--- src/rtl/vend_pkg.sv ---
// Shared types and constants for the vending controller slice.
// The VEND_AUDIT_EN build option adds sold/revenue counter widths used by vend_ctrl.
package vend_pkg;

  typedef enum logic [1:0] {
    IDLE    = 2'd0,
    COLLECT = 2'd1,
    VEND    = 2'd2,
    CHANGE  = 2'd3
  } vend_state_e;

  localparam logic [1:0] ERR_BAD_ITEM  = 2'd0;
  localparam logic [1:0] ERR_SOLD_OUT  = 2'd1;
  localparam logic [1:0] ERR_NO_CREDIT = 2'd2;
  localparam logic [1:0] ERR_CFG_BUSY  = 2'd3;

  localparam int DEF_N_ITEMS  = 4;
  localparam int DEF_PRICE_W  = 4;
  localparam int DEF_QTY_W    = 4;
  localparam int DEF_CREDIT_W = 6;

  localparam int SOLD_W    = 16;
  localparam int REVENUE_W = 24;

endpackage

--- src/rtl/vend_slot_table.sv ---
// Per-slot price/stock register file: one write port, one decrement port,
// and two combinational read ports (purchase lookup and external readback).
module vend_slot_table #(
  parameter int N_ITEMS = 4,
  parameter int PRICE_W = 4,
  parameter int QTY_W   = 4,
  parameter int IDX_W   = 2
) (
  input  logic               clk,
  input  logic               rst_n,
  input  logic               i_wr_en,
  input  logic [IDX_W-1:0]   i_wr_idx,
  input  logic [PRICE_W-1:0] i_wr_price,
  input  logic [QTY_W-1:0]   i_wr_qty,
  input  logic               i_dec_en,
  input  logic [IDX_W-1:0]   i_dec_idx,
  input  logic [IDX_W-1:0]   i_lk_idx,
  output logic [PRICE_W-1:0] o_lk_price,
  output logic [QTY_W-1:0]   o_lk_qty,
  input  logic [IDX_W-1:0]   i_rd_idx,
  output logic [PRICE_W-1:0] o_rd_price,
  output logic [QTY_W-1:0]   o_rd_qty
);

  localparam logic [IDX_W:0] LP_N = (IDX_W+1)'(N_ITEMS);

  logic [PRICE_W-1:0] r_price [N_ITEMS];
  logic [QTY_W-1:0]   r_qty   [N_ITEMS];
  logic               w_lk_ok;
  logic               w_rd_ok;

  always_ff @(posedge clk or negedge rst_n) begin
    if (!rst_n) begin
      for (int unsigned i = 0; i < N_ITEMS; i++) begin
        r_price[i] <= '0;
        r_qty[i]   <= '0;
      end
    end else begin
      if (i_wr_en) begin
        r_price[i_wr_idx] <= i_wr_price;
        r_qty[i_wr_idx]   <= i_wr_qty;
      end
      if (i_dec_en) begin
        r_qty[i_dec_idx] <= r_qty[i_dec_idx] - QTY_W'(1);
      end
    end
  end

  // Out-of-range indices read as an empty, free slot.
  assign w_lk_ok    = ({1'b0, i_lk_idx} < LP_N);
  assign w_rd_ok    = ({1'b0, i_rd_idx} < LP_N);
  assign o_lk_price = w_lk_ok ? r_price[i_lk_idx] : '0;
  assign o_lk_qty   = w_lk_ok ? r_qty[i_lk_idx]   : '0;
  assign o_rd_price = w_rd_ok ? r_price[i_rd_idx] : '0;
  assign o_rd_qty   = w_rd_ok ? r_qty[i_rd_idx]   : '0;

endmodule

--- src/rtl/vend_ctrl.sv ---
// Vending controller: credit FSM, purchase validation, change handshake.
// Define VEND_AUDIT_EN to add per-slot sold counters and a revenue total.
module vend_ctrl
  import vend_pkg::*;
#(
  parameter int N_ITEMS  = DEF_N_ITEMS,
  parameter int PRICE_W  = DEF_PRICE_W,
  parameter int QTY_W    = DEF_QTY_W,
  parameter int CREDIT_W = DEF_CREDIT_W,
  parameter int IDX_W    = $clog2(N_ITEMS)
) (
  input  logic                clk,
  input  logic                reset,
  input  logic                coin_valid,
  input  logic [PRICE_W-1:0]  coin_val,
  output logic                coin_reject,
  input  logic                buy_valid,
  input  logic [IDX_W-1:0]    buy_item,
  input  logic                cancel,
  input  logic                cfg_we,
  input  logic [IDX_W-1:0]    cfg_item,
  input  logic [PRICE_W-1:0]  cfg_price,
  input  logic [QTY_W-1:0]    cfg_qty,
  input  logic [IDX_W-1:0]    rd_item,
  output logic [PRICE_W-1:0]  rd_price,
  output logic [QTY_W-1:0]    rd_qty,
  output logic [CREDIT_W-1:0] credit,
  output logic                vend_valid,
  output logic [IDX_W-1:0]    vend_item,
  output logic                change_valid,
  output logic [CREDIT_W-1:0] change_amt,
  input  logic                change_ack,
  output logic                err_valid,
  output logic [1:0]          err_code
`ifdef VEND_AUDIT_EN
  ,
  input  logic                audit_clr,
  output logic [SOLD_W-1:0]   rd_sold,
  output logic [REVENUE_W-1:0] revenue
`endif
);

  localparam logic [IDX_W:0] LP_N = (IDX_W+1)'(N_ITEMS);

  vend_state_e         r_state, w_state_nxt;
  logic [CREDIT_W-1:0] r_credit, w_credit_nxt;
  logic [IDX_W-1:0]    r_item, w_item_nxt;
  logic                r_coin_rej, w_coin_rej_nxt;
  logic                r_err, w_err_nxt;
  logic [1:0]          r_err_code, w_err_code_nxt;

  logic                w_cfg_wr;
  logic                w_dec;
  logic                w_req_taken;
  logic                w_coin_live;
  logic                w_buy_bad;
  logic                w_cfg_bad;
  logic [IDX_W-1:0]    w_lk_idx;
  logic [PRICE_W-1:0]  w_lk_price;
  logic [QTY_W-1:0]    w_lk_qty;
  logic [CREDIT_W-1:0] w_price_ext;
  logic [CREDIT_W-1:0] w_credit_after;
  logic [CREDIT_W:0]   w_coin_sum;

  // The lookup port serves the buy check while collecting and the price deduction in VEND.
  assign w_lk_idx       = (r_state == VEND) ? r_item : buy_item;
  assign w_coin_live    = coin_valid && (coin_val != '0);
  assign w_buy_bad      = ({1'b0, buy_item} >= LP_N);
  assign w_cfg_bad      = ({1'b0, cfg_item} >= LP_N);
  assign w_price_ext    = CREDIT_W'(w_lk_price);
  assign w_credit_after = r_credit - w_price_ext;
  assign w_coin_sum     = {1'b0, r_credit} + (CREDIT_W+1)'(coin_val);

  vend_slot_table #(
    .N_ITEMS (N_ITEMS),
    .PRICE_W (PRICE_W),
    .QTY_W   (QTY_W),
    .IDX_W   (IDX_W)
  ) u_slots (
    .clk        (clk),
    .rst_n      (reset),
    .i_wr_en    (w_cfg_wr),
    .i_wr_idx   (cfg_item),
    .i_wr_price (cfg_price),
    .i_wr_qty   (cfg_qty),
    .i_dec_en   (w_dec),
    .i_dec_idx  (r_item),
    .i_lk_idx   (w_lk_idx),
    .o_lk_price (w_lk_price),
    .o_lk_qty   (w_lk_qty),
    .i_rd_idx   (rd_item),
    .o_rd_price (rd_price),
    .o_rd_qty   (rd_qty)
  );

  always_ff @(posedge clk or negedge reset) begin
    if (!reset) begin
      r_state    <= IDLE;
      r_credit   <= '0;
      r_item     <= '0;
      r_coin_rej <= 1'b0;
      r_err      <= 1'b0;
      r_err_code <= '0;
    end else begin
      r_state    <= w_state_nxt;
      r_credit   <= w_credit_nxt;
      r_item     <= w_item_nxt;
      r_coin_rej <= w_coin_rej_nxt;
      r_err      <= w_err_nxt;
      r_err_code <= w_err_code_nxt;
    end
  end

  always_comb begin
    w_state_nxt    = r_state;
    w_credit_nxt   = r_credit;
    w_item_nxt     = r_item;
    w_coin_rej_nxt = 1'b0;
    w_err_nxt      = 1'b0;
    w_err_code_nxt = '0;
    w_cfg_wr       = 1'b0;
    w_dec          = 1'b0;
    w_req_taken    = 1'b0;
    unique case (r_state)
      IDLE, COLLECT: begin
        if (cancel && (r_state == COLLECT)) begin
          w_req_taken = 1'b1;
          w_state_nxt = CHANGE;
        end else if (buy_valid) begin
          w_req_taken = 1'b1;
          w_err_nxt   = 1'b1;
          if (w_buy_bad) begin
            w_err_code_nxt = ERR_BAD_ITEM;
          end else if (w_lk_qty == '0) begin
            w_err_code_nxt = ERR_SOLD_OUT;
          end else if (w_price_ext > r_credit) begin
            w_err_code_nxt = ERR_NO_CREDIT;
          end else begin
            w_err_nxt   = 1'b0;
            w_state_nxt = VEND;
            w_item_nxt  = buy_item;
          end
        end else if (w_coin_live) begin
          if (w_coin_sum[CREDIT_W]) begin
            w_coin_rej_nxt = 1'b1;
          end else begin
            w_credit_nxt = w_coin_sum[CREDIT_W-1:0];
            w_state_nxt  = COLLECT;
          end
        end
        if (w_req_taken && w_coin_live) begin
          w_coin_rej_nxt = 1'b1;
        end
        // A buy error already occupies the error pulse; the cfg request is then dropped silently.
        if (cfg_we && !w_err_nxt) begin
          if ((r_state != IDLE) || buy_valid) begin
            w_err_nxt      = 1'b1;
            w_err_code_nxt = ERR_CFG_BUSY;
          end else if (w_cfg_bad) begin
            w_err_nxt      = 1'b1;
            w_err_code_nxt = ERR_BAD_ITEM;
          end else begin
            w_cfg_wr = 1'b1;
          end
        end
      end
      VEND: begin
        w_dec          = 1'b1;
        w_credit_nxt   = w_credit_after;
        w_state_nxt    = (w_credit_after != '0) ? CHANGE : IDLE;
        w_coin_rej_nxt = w_coin_live;
        if (cfg_we) begin
          w_err_nxt      = 1'b1;
          w_err_code_nxt = ERR_CFG_BUSY;
        end
      end
      CHANGE: begin
        if (change_ack) begin
          w_credit_nxt = '0;
          w_state_nxt  = IDLE;
        end
        w_coin_rej_nxt = w_coin_live;
        if (cfg_we) begin
          w_err_nxt      = 1'b1;
          w_err_code_nxt = ERR_CFG_BUSY;
        end
      end
      default: w_state_nxt = IDLE;
    endcase
  end

  assign coin_reject  = r_coin_rej;
  assign credit       = r_credit;
  assign vend_valid   = (r_state == VEND);
  assign vend_item    = (r_state == VEND) ? r_item : '0;
  assign change_valid = (r_state == CHANGE);
  assign change_amt   = (r_state == CHANGE) ? r_credit : '0;
  assign err_valid    = r_err;
  assign err_code     = r_err_code;

`ifdef VEND_AUDIT_EN
  logic [SOLD_W-1:0]    r_sold [N_ITEMS];
  logic [REVENUE_W-1:0] r_revenue;
  logic [REVENUE_W:0]   w_rev_sum;
  logic                 w_rd_ok;

  assign w_rev_sum = {1'b0, r_revenue} + (REVENUE_W+1)'(w_lk_price);
  assign w_rd_ok   = ({1'b0, rd_item} < LP_N);

  always_ff @(posedge clk or negedge reset) begin
    if (!reset) begin
      for (int unsigned i = 0; i < N_ITEMS; i++) r_sold[i] <= '0;
      r_revenue <= '0;
    end else if (audit_clr) begin
      for (int unsigned i = 0; i < N_ITEMS; i++) r_sold[i] <= '0;
      r_revenue <= '0;
    end else if (r_state == VEND) begin
      if (r_sold[r_item] != '1) r_sold[r_item] <= r_sold[r_item] + SOLD_W'(1);
      r_revenue <= w_rev_sum[REVENUE_W] ? '1 : w_rev_sum[REVENUE_W-1:0];
    end
  end

  assign rd_sold = w_rd_ok ? r_sold[rd_item] : '0;
  assign revenue = r_revenue;
`endif

endmodule

--- config.mk ---
export PLATFORM = sky130hd
export DESIGN_NAME = vend_ctrl
export DESIGN_NICKNAME = d
export VERILOG_FILES = /design/src/rtl/vend_pkg.sv /design/src/rtl/vend_slot_table.sv /design/src/rtl/vend_ctrl.sv
export SDC_FILE = /design/constraint.sdc
export NUM_CORES = 1
export LEC_CHECK = 0
export CAP_MARGIN = 40
export CELL_PAD_IN_SITES_DETAIL_PLACEMENT = 0
export CELL_PAD_IN_SITES_GLOBAL_PLACEMENT = 1
export CORE_UTILIZATION = 48
export CTS_BUF_LIST = sky130_fd_sc_hd__clkbuf_8
export DETAILED_ROUTE_END_ITERATION = 16
export GPL_ROUTABILITY_DRIVEN = 0
export PLACE_DENSITY_LB_ADDON = 0.1
export SETUP_SLACK_MARGIN = 0.4
export SYNTH_ARGS = -nofsm -noshare
export SYNTH_HDL_FRONTEND = slang
export SYNTH_HIERARCHICAL = 1
export SYNTH_SLANG_ARGS = --single-unit
--- constraint.sdc ---
create_clock -name clk -period 6.1 [get_ports clk]
set_input_delay 0.915 -clock clk [delete_from_list [all_inputs] [get_ports clk]]
set_output_delay 0.915 -clock clk [all_outputs]
set_load 0.02 [all_outputs]
Yosys cells after proc, flatten, opt, wreduce, memory -nomap -nowiden

Index checks and enable logic that the tools add are counted.

Register bits: 46
Input port bits: 25
Output and inout port bits: 28

Add/subtract/negate cells: 3
Order comparisons: 7
Eq/ne operators: 12
Muxes and demuxes: 72
Bitwise logic cells: 7
Reductions and logical operators: 18

Operator list:

| cell               | count |
|---|---|
| $bwmux 16          | 3 |
| $mux 4             | 12 |
| $bmux 4 s2         | 5 |
| $mux 6             | 6 |
| $mux 2             | 17 |
| $mux 16            | 2 |
| $mux 1             | 20 |
| $pmux 6 s3         | 1 |
| $demux 4 s2        | 2 |
| $ne 4x4->1 const B | 4 |
| $reduce_and 5->1   | 3 |
| $ge 3x3->1 const B | 4 |
| $not 2->3          | 4 |
| $ne 2x2->1 const B | 4 |
| $add 6x4->7        | 1 |
| $gt 4x6->1         | 1 |
| $logic_and 1x1->1  | 6 |
| $lt 3x1->1 const B | 2 |
| $pmux 2 s3         | 1 |
| $reduce_bool 6->1  | 1 |
| $sub 6x4->6        | 1 |
| $eq 2x2->1 const B | 2 |
| $logic_not 4->1    | 1 |
| $pmux 1 s2         | 2 |
| 11 further kinds   | 14 |

Logic depth before layout (Yosys ltp)

Gate-level depths: netlist (run 1).

Word-level depth: 19
Depth in mapped cells: 15
Gate-level depth less buffers: 12

Hierarchy

The synthesis (run 1) kept the hierarchy.

By module, submodules not included:

| module          | instances | cells each | area an instance (sq um) |
|---|---|---|---|
| vend_slot_table | 1         | 148        | 2,049.5 |
| vend_ctrl       | 1         | 141        | 1,278.7 |

Worst setup path after synthesis (run 1)

Ideal clock, no wire load.

Path kind: flip-flop to flip-flop
Start: register r_state[0]
End: register r_item[0]
Library setup time: 0.125 ns
Arrival: 3.359 ns
Slack: 2.616 ns
Stages on the path, launching flop included: 15
Buffers on the path: 3
Period minus slack after synthesis: 3.484 ns
Cells stage by stage: dfrtp_1 > buf_6 > inv_1 > buf_6 > and3_1 > a21o_1 > clkbuf_1 > mux4_2 > ha_1 > inv_1 > fa_1 > a21o_1 > a21oi_2 > nor3_1 > mux2_2

Cells in the longest elaborated chain, start to end: 9
Elaborated cells on any way between the ends: 19

RTL lines:

| element                                    | line                  | text |
|---|---|---|
| start, declared                            | vend_ctrl.sv:45       | `vend_state_e r_state, w_state_nxt;` |
| start signal, assigned                     | vend_ctrl.sv:105      | `r_state <= w_state_nxt;` |
| $eq 2x2->1                                 | vend_ctrl.sv:66       | `assign w_lk_idx = (r_state == VEND) ? r_item : buy_item;` |
| $mux 2                                     | vend_ctrl.sv:66       |  |
| net w_lk_idx[0]                            | vend_ctrl.sv:58       | `logic [IDX_W-1:0] w_lk_idx;` |
| $not 2->3 (implied by the code)            | vend_slot_table.sv:52 | `assign o_lk_price = w_lk_ok ? r_price[i_lk_idx] : '0;` |
| $bmux 4 s2                                 | vend_slot_table.sv:52 |  |
| $mux 4 (implied by the code) (2 in series) | vend_slot_table.sv:52 |  |
| net w_lk_price[0]                          | vend_ctrl.sv:59       | `logic [PRICE_W-1:0] w_lk_price;` |
| $gt 4x6->1                                 | vend_ctrl.sv:136      | `end else if (w_price_ext > r_credit) begin` |
| $not 1->1 (no source line)                 | --                    |  |
| $reduce_and 5->1 (no source line)          | --                    |  |
| end signal, assigned                       | vend_ctrl.sv:107      | `r_item <= w_item_nxt;` |
| end, declared                              | vend_ctrl.sv:47       | `logic [IDX_W-1:0] r_item, w_item_nxt;` |

The timed path passes the listed nets, and every way through them passes these cells. The select of a mux whose other input is x is not followed.
A chain may end at the register's enable or synchronous reset.

Worst setup path after layout (run 1)

Start: input port rd_item[0]
End: output port rd_qty[0]

Cells in the longest elaborated chain, start to end: 4

RTL lines:

| element                                    | line                  | text |
|---|---|---|
| start, declared                            | vend_ctrl.sv:24       | `input logic [IDX_W-1:0] rd_item,` |
| $not 2->3 (implied by the code)            | vend_slot_table.sv:55 | `assign o_rd_qty = w_rd_ok ? r_qty[i_rd_idx] : '0;` |
| $bmux 4 s2                                 | vend_slot_table.sv:55 |  |
| $mux 4 (implied by the code) (2 in series) | vend_slot_table.sv:55 |  |
| end, declared                              | vend_ctrl.sv:26       | `output logic [QTY_W-1:0] rd_qty,` |

Every way passes these cells. The select of a mux whose other input is x is not followed.

==> qor.log, run 1 <==
[run_status] outcome finished, final reports clean
[timing] post-route setup TNS 0 ns
[clocking] post-CTS repair timing setup buffer count 0
[grt] most utilized layer in the global route result met2
[clocking] Resized Gates After CTS 0
[placement] number of buffers added on ports 52
[logic_synthesis] Post-Synthesis Cells 289
[worst_setup_path] slack of the worst reg-to-reg path 2.37 ns
[clocking] Worst-Skew Late Latency 0.32 ns
[timing] Worst Skew 0.0102 ns
[floorplan] area of the core 6530 µm²
[detailed_routing] final wirelength 7820 µm
[timing] final number of setup-violating endpoints 0
[timing] actual slew at the worst max-slew pin 0.772 ns
[worst_setup_path] crit path kind in -> out
[pwr] Static Leak 0.00168 µW
[worst_setup_path] type of element capturing the critical path output pin
[logic_synthesis] #FFs+latches synth 46
[worst_setup_path] Worst Path Buf+Inv 2
[timing] max-slew violation count 0
[final_layout] fraction of layout cells with a size suffix above 1 0.190
[placement] pre-CTS worst setup slack 2.01 ns
[timing] Max Clk Rate 0.260 GHz
[floorplan] area of the die 7270 µm²
[worst_setup_path] cells traversed along the worst timing path clkdlybuf4s50_1, mux4_2, clkdlybuf4s50_1
[clocking] CTS hold repair buffers 0
[floorplan] effective utilization at floorplan 0.510
[placement] number of cells after detailed placement 401
[final_layout] area growth from synthesis to layout 17.9%
[min_path] hold path depth 1
[final_layout] diode count 0
[timing] worst rel slew slack 0.483
[floorplan] FP Rows 29
[worst_setup_path] cell depth of the worst flop-to-flop path 11
[grt] antenna violations before repair 0
[pwr] peak supply drop 0.000236 V
[pwr] P_sw 973 µW
[detailed_routing] average wire per standard cell 19.1 µm
[floorplan] Vert. Die Dim 85.3 µm
[logic_synthesis] sequential area share after synthesis 0.346
[placement] cell area reported after detailed placement 3830 µm²
[logic_synthesis] syn_nets 325
[floorplan] Boundary Pins 53
[detailed_routing] Routed Antenna Nets 0
[timing] final period utilization 0.630
[grt] vias in the first global route 2,582
[clocking] TritonCTS clock tree yes
[final_layout] Cell Count, Final, Fillers Out 409
[logic_synthesis] area fraction of the dominant cell type after synthesis 0.346
[grt] GRT Residual Overflow 0
[min_path] Worst Hold Class reg -> reg
[pwr] Internal 1180 µW
[clocking] maximum clock path buffer count 2
[timing] Final Critical Period 3.84 ns
[timing] number of endpoints with negative hold slack in the final report 0
[min_path] hold path start u_slots/r_price[0]
[pwr] fraction of power spent switching nets 0.452
[worst_setup_path] element type at the critical path start input pin
[detailed_routing] drt initial violations 106
[detailed_routing] first-pass detailed-route iteration total 4
[grt] global-route track usage on met1 0.303
[grt] Global Route met3 Usage 0.0457
[clocking] Num Clock Sinks 46
[floorplan] Chip Width 85.3 µm
[worst_setup_path] critical path required time 5.18 ns
[detailed_routing] DRC Markers 0
[logic_synthesis] combined area of all synthesized cells 3330 µm²
[final_layout] final net count 367
[timing] unrepaired setup endpoints after global routing no
[logic_synthesis] fraction of synthesis flops using an asynchronous set or reset pin 1.00
[worst_setup_path] CP Max Fanout 8
[final_layout] post-route design area 3930 µm²
[final_layout] final cell utilization of the core 0.601
[clocking] CTS Buf Count 5
[logic_synthesis] largest area contributor in the netlist dfrtp_1
[timing] worst setup slack after layout 2.26 ns
[logic_synthesis] number of synthesized flops with an enable pin 0
[logic_synthesis] Netlist cell types 59
[pwr] total power per unit cell area 549 nW/µm²
[logic_synthesis] most used flip-flop cell after synthesis dfrtp_1
[logic_synthesis] total number of yosys warnings 6
[grt] global-route wire length before repair 13,100 µm
[placement] final HPWL from detailed placement 5610 µm
[grt] GR Util All Layers 0.236
[worst_setup_path] endpoint of the most critical register-to-register path r_item[0]
[detailed_routing] average via count per standard cell 6.34
[worst_setup_path] Critical R2R Launch r_state[0]
[worst_setup_path] biggest cell delay along the critical path 0.85 ns
[logic_synthesis] Avg Inst Size Synth 11.5 µm²
[pwr] fraction of power consumed by combinational cells 0.610
[worst_setup_path] Worst EP arrival 2.93 ns
[clocking] clk slew on worst S/H paths 0.09 ns
[job] total of max-cap violations 0
[grt] maximum number of pins on one net before global-route repair 47
[worst_setup_path] cell family with most CP delay buffers and inverters
[logic_synthesis] cells taking the most area after synthesis dfrtp_1 (35%), mux4_2 (13%), mux2i_1 (8.1%)
[min_path] terminating pin of the worst hold path u_slots/r_price[0]
[clocking] CTS HTree Levels 2
[grt] GR Layer Usage met2 0.392
[pwr] portion of total power attributed to sequential cells 0.296
[pwr] clock share of power 0.094
[worst_setup_path] cell at the slowest stage of the critical path clkdlybuf4s50_1
[worst_setup_path] most repeated library cell on the critical path clkdlybuf4s50_1
[clocking] clock root cell clkbuf_8
[detailed_routing] DR vias 2,592
[cells by family (layout without fill, tap and decap cells)]
kind of cell	count (synthesis)	count (layout)	synth area share
mux	66	66	0.280
simple gates	69	69	0.142
buf+inv	37	80	0.0560
fa+ha+maj	11	11	0.0459
compound gates	54	54	0.115
xor+xnor	6	6	0.0158
flops	46	46	0.346
[cells in the final DEF, fill, tap and decap left out, drive strengths merged, types with 3 or more instances in the layout]
cell           synthesis  final
and4b                  3      3
o31a                   4      4
clkdlybuf4s50          0     51
nand2                  9      9
buf                    8      4
nand3b                 3      3
xnor2                  4      4
o22ai                  3      3
ha                     9      9
nor2                   7      7
nor4                   7      7
mux2                  20     20
dfrtp                 46     46
mux4                  19     19
nor3b                  3      3
nand2b                 3      3
mux2i                 27     27
a21o                   7      7
o21ai                  8      8
a21oi                 15     15
nor3                   9      9
and3                   5      5
nand3                  3      3
inv                   16     16
clkbuf                12      5
nor4bb                 4      4
o211ai                 4      4
a211oi                 3      3
clkinv                 1      3
[how the worst max path moves through the flow]
stage | startpoint | end | slack (ns) | cells after the start
after global placement | buy_item[0] | r_item[0] | 2.09 | 10
final | rd_item[0] | rd_qty[0] | 2.26 | 3
after floorplan | r_state[0] | r_item[0] | 2.62 | 14
after CTS | rd_item[0] | rd_qty[0] | 2.24 | 3
after detailed placement | buy_item[0] | r_item[0] | 2.01 | 10
after global routing | r_state[0] | r_item[0] | 2.14 | 11
[cell type report]
type,instances,area [µm²]
Fill cell,554,2610
Multi-Input combinational cell,206,1990
Sequential cell,46,1150
Timing Repair Buffer,55,533
Tap cell,77,96.3
Clock buffer,5,68.8
Inverter,17,63.8
Clock inverter,3,21.3
[state kept, by name, summed over array words and instances (netlist names)]
signal	cells
err_valid	1
u_slots/r_price	16
r_item	2
credit	6
u_slots/r_qty	16
r_state	2
err_code	2
coin_reject	1
[synthesized netlist by cell type (3+ instances only)]
library cell / instances
dfrtp_1: 46
mux2i_1: 27
mux4_2: 19
mux2_2: 18
inv_1: 16
a21oi_1: 13
clkbuf_1: 11
ha_1: 9
nand2_1: 9
nor3_1: 9
o21ai_0: 8
nor2_1: 7
a21o_1: 6
and3_1: 5
buf_6: 5
nor4_1: 5
nor4bb_1: 4
o211ai_1: 4
o31a_1: 4
xnor2_1: 4
a211oi_1: 3
and4b_1: 3
nand2b_1: 3
nand3_1: 3
nand3b_1: 3
o22ai_1: 3
[layer usage]
| layer | vias to the layer above | part of all wire |
|---|---|---|
| met1 | 1282 | 0.44 |
| met3 | 22 | 0.053 |
| li1 | 1200 | - |
| met5 | - | 0 |
| met2 | 88 | 0.48 |
| met4 | 0 | 0.025 |
[power by group through the flow]
stage	clock network, µW	registers [µW]	logic [µW]
6_report	202	638	1310
5_1_grt	219	667	1430
4_1_cts	208	635	1320
3_5_place_dp	0	642	1310
3_3_place_gp	0	638	1300
2_1_floorplan	0	579	1030
[worst register-to-register path, stage by stage, from the launching register on]
cell,delay (ns)
dfrtp_1,0.52
inv_1,0.26
nand2_1,0.27
a21o_1,0.49
mux4_2,0.58
ha_1,0.21
inv_1,0.07
fa_1,0.19
a21o_1,0.18
a21oi_2,0.10
nor3_1,0.38
mux2_2,0.38
[stage by stage]
stage | hold WS [ns] | power (µW)
2_1_floorplan | 0.491 | 1610
3_3_place_gp | 0.505 | 1940
3_5_place_dp | 0.516 | 1950
4_1_cts | 0.536 | 2160
5_1_grt | 0.562 | 2320
6_report | 0.535 | 2150
Power figures use the tool's default switching activity.
==> run 2: changes to the inputs <==
CORE_UTILIZATION = 40   (was 48)
clock period = 3.4 ns   (was 6.1 ns; I/O delays follow)
==> qor.log, run 2 (synthesis gave the netlist of run 1 again) <==
[floorplan] Boundary Pins 53 [unchanged]
[worst_setup_path] timing startpoint of the critical path r_state[0]
[final_layout] fraction of layout cells with a size suffix above 1 0.280 [+0.0904]
[clocking] TritonCTS clock tree yes
[timing] worst setup slack after layout 0.441 ns [-1.82 ns]
[floorplan] area of the core 7890 µm² [+21%]
[timing] max-slew violation count 0 [unchanged]
[worst_setup_path] cell family with most CP delay compound AO/OA/AOI/OAI gates
[grt] maximum number of pins on one net before global-route repair 28 [-40%]
[worst_setup_path] Critical R2R Launch r_state[0]
[timing] actual slew at the worst max-slew pin 0.595 ns [-0.178 ns]
[detailed_routing] average via count per standard cell 5.81 [-8.3%]
[min_path] Worst Hold Class in -> async
[worst_setup_path] crit path kind reg -> reg
[worst_setup_path] Worst Path Buf+Inv 4 [+2]
[worst_setup_path] cells traversed along the worst timing path inv_4, nand2_1, buf_4, a21o_1, buf_12, mux4_2, ha_4, inv_2, fa_2, a21o_1, a21oi_2, xnor2_2, nor4_4, o22ai_1
[clocking] Worst-Skew Late Latency 0.31 ns [about the same]
[pwr] total power per unit cell area 1010 nW/µm² [+85%]
[placement] final HPWL from detailed placement 6110 µm [+9.0%]
[timing] final period utilization 0.870
[placement] pre-CTS worst setup slack 0.0603 ns [-1.95 ns]
[grt] antenna violations before repair 0 [unchanged]
[worst_setup_path] CP Max Fanout 8 [unchanged]
[timing] unrepaired setup endpoints after global routing yes
[timing] final number of setup-violating endpoints 0 [unchanged]
[timing] number of endpoints with negative hold slack in the final report 0 [unchanged]
[clocking] CTS HTree Levels 2 [unchanged]
[timing] Final Critical Period 2.96 ns
[clocking] clock root cell clkbuf_8
[worst_setup_path] type of element capturing the critical path register
[clocking] maximum clock path buffer count 2 [unchanged]
[detailed_routing] DR vias 2,667 [+2.9%]
[detailed_routing] DRC Markers 0 [unchanged]
[timing] Max Clk Rate 0.338 GHz
[floorplan] area of the die 8690 µm² [+20%]
[final_layout] Cell Count, Final, Fillers Out 459 [+12%]
[worst_setup_path] cell at the slowest stage of the critical path dfrtp_1
[placement] number of buffers added on ports 52 [unchanged]
[timing] post-route setup TNS 0 ns [unchanged]
[worst_setup_path] biggest cell delay along the critical path 0.42 ns [-0.43 ns]
[final_layout] highest-count cells in the layout ignoring fill and taps clkdlybuf4s50_1 (50), dfrtp_1 (46), mux2i_1 (27)
[worst_setup_path] critical path required time 3.58 ns [-1.60 ns]
[run_status] outcome finished, final reports clean
[final_layout] post-route design area 4310 µm² [+9.7%]
[floorplan] Vert. Die Dim 93.2 µm [+9.3%]
[final_layout] area growth from synthesis to layout 29.4%
[clocking] Num Clock Sinks 46 [unchanged]
[final_layout] commonest non-fill, non-tap cell in the layout clkdlybuf4s50_1
[floorplan] effective utilization at floorplan 0.422 [-0.0876]
[grt] global-route wire length before repair 13,900 µm [+5.8%]
[placement] cell area reported after detailed placement 4040 µm² [+5.4%]
[clocking] clk slew on worst S/H paths 0.10 ns [about the same]
[final_layout] final net count 392 [+6.8%]
[floorplan] Chip Width 93.2 µm [+9.3%]
[placement] number of cells after detailed placement 440 [+9.7%]
[worst_setup_path] Worst EP arrival 3.14 ns [+0.21 ns]
[worst_setup_path] cell depth of the worst flop-to-flop path 14 [+3]
[detailed_routing] average wire per standard cell 18.6 µm [-2.8%]
[worst_setup_path] endpoint of the most critical register-to-register path r_state[1]
[floorplan] FP Rows 32 [+10%]
[worst_setup_path] element type at the critical path start register
[pwr] Power Total 4370 µW [+100%]
[clocking] CTS hold repair buffers 0 [unchanged]
[grt] vias in the first global route 2,637 [+2.1%]
[worst_setup_path] slack of the worst reg-to-reg path 0.44 ns [-1.93 ns]
[detailed_routing] final wirelength 8530 µm [+9.1%]
[grt] GRT Residual Overflow 0 [unchanged]
[final_layout] diode count 0 [unchanged]
[detailed_routing] Routed Antenna Nets 0 [unchanged]
[pwr] Static Leak 0.00185 µW [+10%]
[timing] Worst Skew 0.0116 ns [+0.00144 ns]
[grt] GR Util All Layers 0.210 [-0.0259]
[clocking] CTS Buf Count 5 [unchanged]
[pwr] peak supply drop 0.000371 V [+58%]
[worst_setup_path] most repeated library cell on the critical path a21o_1
[detailed_routing] first-pass detailed-route iteration total 4 [unchanged]
[timing] worst rel slew slack 0.602 [+0.119]
[job] total of max-cap violations 0 [unchanged]
[detailed_routing] drt initial violations 68 [-36%]
[run 2: per-stage QoR]
stage / util / hold slack, ns
6_report: 0.546 / 0.162
5_1_grt: 0.546 / 0.190
4_1_cts: 0.535 / 0.178
3_5_place_dp: 0.512 / 0.513
3_3_place_gp: 0.509 / 0.505
2_1_floorplan: - / 0.214
[run 2: how the worst max path moves through the flow]
stage	to	slack [ns]	cells past startpoint
floorplan	r_state[1]	0.40	13
global placement	r_state[1]	0.09	10
detailed placement	r_state[1]	0.06	10
CTS	r_state[1]	0.40	12
global route	r_state[1]	0.26	14
finish	r_state[1]	0.44	14
[run 2: power breakdown]
part	switching, µW	internal [µW]	leakage, µW	total (µW)
clock	215	221	0.0000585	436
sequential	247	809	0.000563	1060
combinational	1440	1430	0.00123	2880
[run 2: layout make-up]
type | count | area [µm²]
Clock buffer | 5 | 68.8
Clock inverter | 3 | 43.8
Fill cell | 672 | 3580
Inverter | 17 | 66.3
Multi-Input combinational cell | 206 | 2070
Sequential cell | 46 | 1150
Tap cell | 102 | 128
Timing Repair Buffer | 80 | 779
[run 2: what timing repair did]
item	4_1_cts	5_1_grt
pin swaps	4	11
endpoints found under the setup margin	4	6
gates resized for setup	4	8
buffers inserted	4	7
endpoints found under the hold margin	0	0
[run 2: per-layer routing]
metal  wire (µm)  global-route usage  share of wire  up-vias
met4          80              0.0513         0.0094        0
li1            -                   -              -     1244
met3         304              0.0309          0.036        7
met1        3850               0.271           0.45     1358
met5           0                   0              0        -
met2        4300               0.368           0.50       58
==> run 3: changes to the inputs <==
CORE_MARGIN = 10   (was default)
==> qor.log, run 3 (synthesis gave the netlist of run 1 again) <==
[run_status] outcome finished, final reports clean
[timing] Max Clk Rate 0.340 GHz [+0.47%]
[timing] number of endpoints with negative hold slack in the final report 0 [unchanged]
[detailed_routing] average wire per standard cell 19.3 µm [+3.6%]
[floorplan] Boundary Pins 53 [unchanged]
[final_layout] number of fill cells 726 [+8.0%]
[timing] final number of setup-violating endpoints 0 [unchanged]
[grt] global-route wire length before repair 14,800 µm [+6.3%]
[grt] GRT Residual Overflow 0 [unchanged]
[timing] Worst Skew 0.00939 ns [-0.00225 ns]
[pwr] total power per unit cell area 1020 nW/µm² [+0.76%]
[worst_setup_path] crit path kind reg -> reg
[clocking] CTS Buf Count 5 [unchanged]
[clocking] clk slew on worst S/H paths 0.10 ns [about the same]
[clocking] Worst-Skew Late Latency 0.30 ns [about the same]
[detailed_routing] final wirelength 8860 µm [+3.8%]
[clocking] maximum clock path buffer count 2 [unchanged]
[placement] pre-CTS worst setup slack 0.0737 ns [+0.0134 ns]
[clocking] clock root cell clkbuf_8
[placement] number of cells after detailed placement 446 [+1.4%]
[detailed_routing] wire length on met3 402 µm [+32%]
[floorplan] Vert. Die Dim 111 µm [+19%]
[detailed_routing] top layer reached by signal wires met4
[grt] GR Util All Layers 0.142 [-0.0678]
[clocking] TritonCTS clock tree yes
[final_layout] diode count 0 [unchanged]
[floorplan] area of the core 8180 µm² [+3.6%]
[final_layout] highest-count cells in the layout ignoring fill and taps clkdlybuf4s50_1 (50), dfrtp_1 (46), mux2i_1 (27)
[worst_setup_path] type of element capturing the critical path register
[worst_setup_path] Critical R2R Launch r_state[0]
[final_layout] fraction of layout cells with a size suffix above 1 0.268 [-0.0125]
[timing] post-route setup TNS 0 ns [unchanged]
[detailed_routing] Routed Antenna Nets 0 [unchanged]
[placement] final HPWL from detailed placement 6600 µm [+8.0%]
[worst_setup_path] timing startpoint of the critical path r_state[0]
[timing] Final Critical Period 2.94 ns [-0.0138 ns]
[detailed_routing] DRC Markers 0 [unchanged]
[timing] actual slew at the worst max-slew pin 0.610 ns [+0.0156 ns]
[worst_setup_path] biggest cell delay along the critical path 0.52 ns [+0.10 ns]
[timing] max-slew violation count 0 [unchanged]
[timing] worst setup slack after layout 0.455 ns [+0.0138 ns]
[job] total of max-cap violations 0 [unchanged]
[floorplan] Chip Width 111 µm [+19%]
[floorplan] FP Rows 33 [+3.1%]
[worst_setup_path] cell family with most CP delay simple AND/OR/NAND/NOR gates
[detailed_routing] drt initial violations 139 [+100%]
[final_layout] Sequential Area 1150 µm² [unchanged]
[final_layout] commonest non-fill, non-tap cell in the layout clkdlybuf4s50_1
[worst_setup_path] Critical Path Stages 11 [-3]
[final_layout] Cell Count, Final, Fillers Out 460 [+0.22%]
[clocking] CTS HTree Levels 2 [unchanged]
[grt] antenna violations before repair 0 [unchanged]
[final_layout] final cell utilization of the core 0.526 [-0.0204]
[final_layout] final net count 390 [-0.51%]
[timing] final period utilization 0.866 [-0.00406]
[detailed_routing] Post-Route M1 WL 4210 µm [+9.3%]
[worst_setup_path] cell depth of the worst flop-to-flop path 11 [-3]
[worst_setup_path] element type at the critical path start register
[worst_setup_path] end of the critical path r_state[1]
[detailed_routing] average via count per standard cell 5.73 [-1.3%]
[timing] unrepaired setup endpoints after global routing yes
[worst_setup_path] slack of the worst reg-to-reg path 0.46 ns [about the same]
[grt] maximum number of pins on one net before global-route repair 30 [+7.1%]
[min_path] Worst Hold Class in -> async
[worst_setup_path] cells traversed along the worst timing path clkinv_4, and3_4, a21o_1, buf_12, mux4_2, ha_4, inv_2, fa_2, nand3b_1, nor4_4, o22ai_1
[placement] number of buffers added on ports 52 [unchanged]
[timing] worst rel slew slack 0.592 [-0.0103]
[detailed_routing] met2 WL post-DR 4130 µm [-3.8%]
[clocking] Num Clock Sinks 46 [unchanged]
[floorplan] effective utilization at floorplan 0.407 [-0.0149]
[worst_setup_path] endpoint of the most critical register-to-register path r_state[1]
[detailed_routing] first-pass detailed-route iteration total 4 [unchanged]
[detailed_routing] DR vias 2,638 [-1.1%]
[worst_setup_path] cell at the slowest stage of the critical path mux4_2
[worst_setup_path] CP Max Fanout 5 [-3]
[worst_setup_path] Worst Path Buf+Inv 3 [-1]
[grt] vias in the first global route 2,817 [+6.8%]
[pwr] peak supply drop 0.000447 V [+20%]
[pwr] Static Leak 0.00184 µW [-0.36%]
[final_layout] area growth from synthesis to layout 29.1%
[floorplan] area of the die 12,400 µm² [+42%]
[final_layout] area of the multi-input gates 2060 µm² [-0.60%]
[worst_setup_path] critical path required time 3.57 ns [about the same]
[worst_setup_path] Worst EP arrival 3.11 ns [-0.03 ns]
[run 3: cell types whose count changed in the layout (fill, tap and decap cells not counted), sizes merged]
| cell | previous run | this run |
|---|---|---|
| clkinv | 2 | 3 |
| bufinv | 1 | 2 |
| inv | 17 | 15 |
| buf | 29 | 27 |
[run 3: metal layers]
layer  GRT usage  vias up
met3      0.0357        9
met1       0.185     1318
met2       0.229       66
met5           0        -
met4      0.0334        0
li1            -     1245
[run 3: cell type report]
cell class	count	share of cell area
clock buffer	5	0.0160
clock inverter	3	0.0160
inverter	17	0.0160
multi-input combinational	206	0.479
sequential	46	0.268
tap	105	0.0306
timing repair buffer	78	0.175
[run 3: timing repair]
action	CTS	global route
pin swaps	1	6
endpoints found under the setup margin	4	7
hold endpoints to repair	0	0
gates resized for setup	2	7
hold buffers	0	0
buffers inserted	0	6
[run 3: power by group]
part           leakage (µW)  switching (µW)  total (µW)  internal [µW]
clock             0.0000683             200         494            295
sequential         0.000563             252        1060            808
combinational       0.00121            1420        2840           1410
[run 3: worst min path at each step]
stage                               to  slack, ns  cells past startpoint
floorplan                  coin_reject       0.21                      0
global placement    u_slots/r_price[1]       0.50                      1
detailed placement           credit[1]       0.50                      1
CTS                          credit[1]       0.16                      1
global route                 credit[1]       0.17                      1
finish                       credit[1]       0.14                      1
[run 3: through the flow]
stage          hold slack (ns)  instance area, µm²  total power (µW)
6_report                 0.143                4300              4390
5_1_grt                  0.169                4300              4740
3_5_place_dp             0.497                4060              3740
4_1_cts                  0.159                4210              4290
3_3_place_gp             0.502                4040              3700
2_1_floorplan            0.214                3370              2950
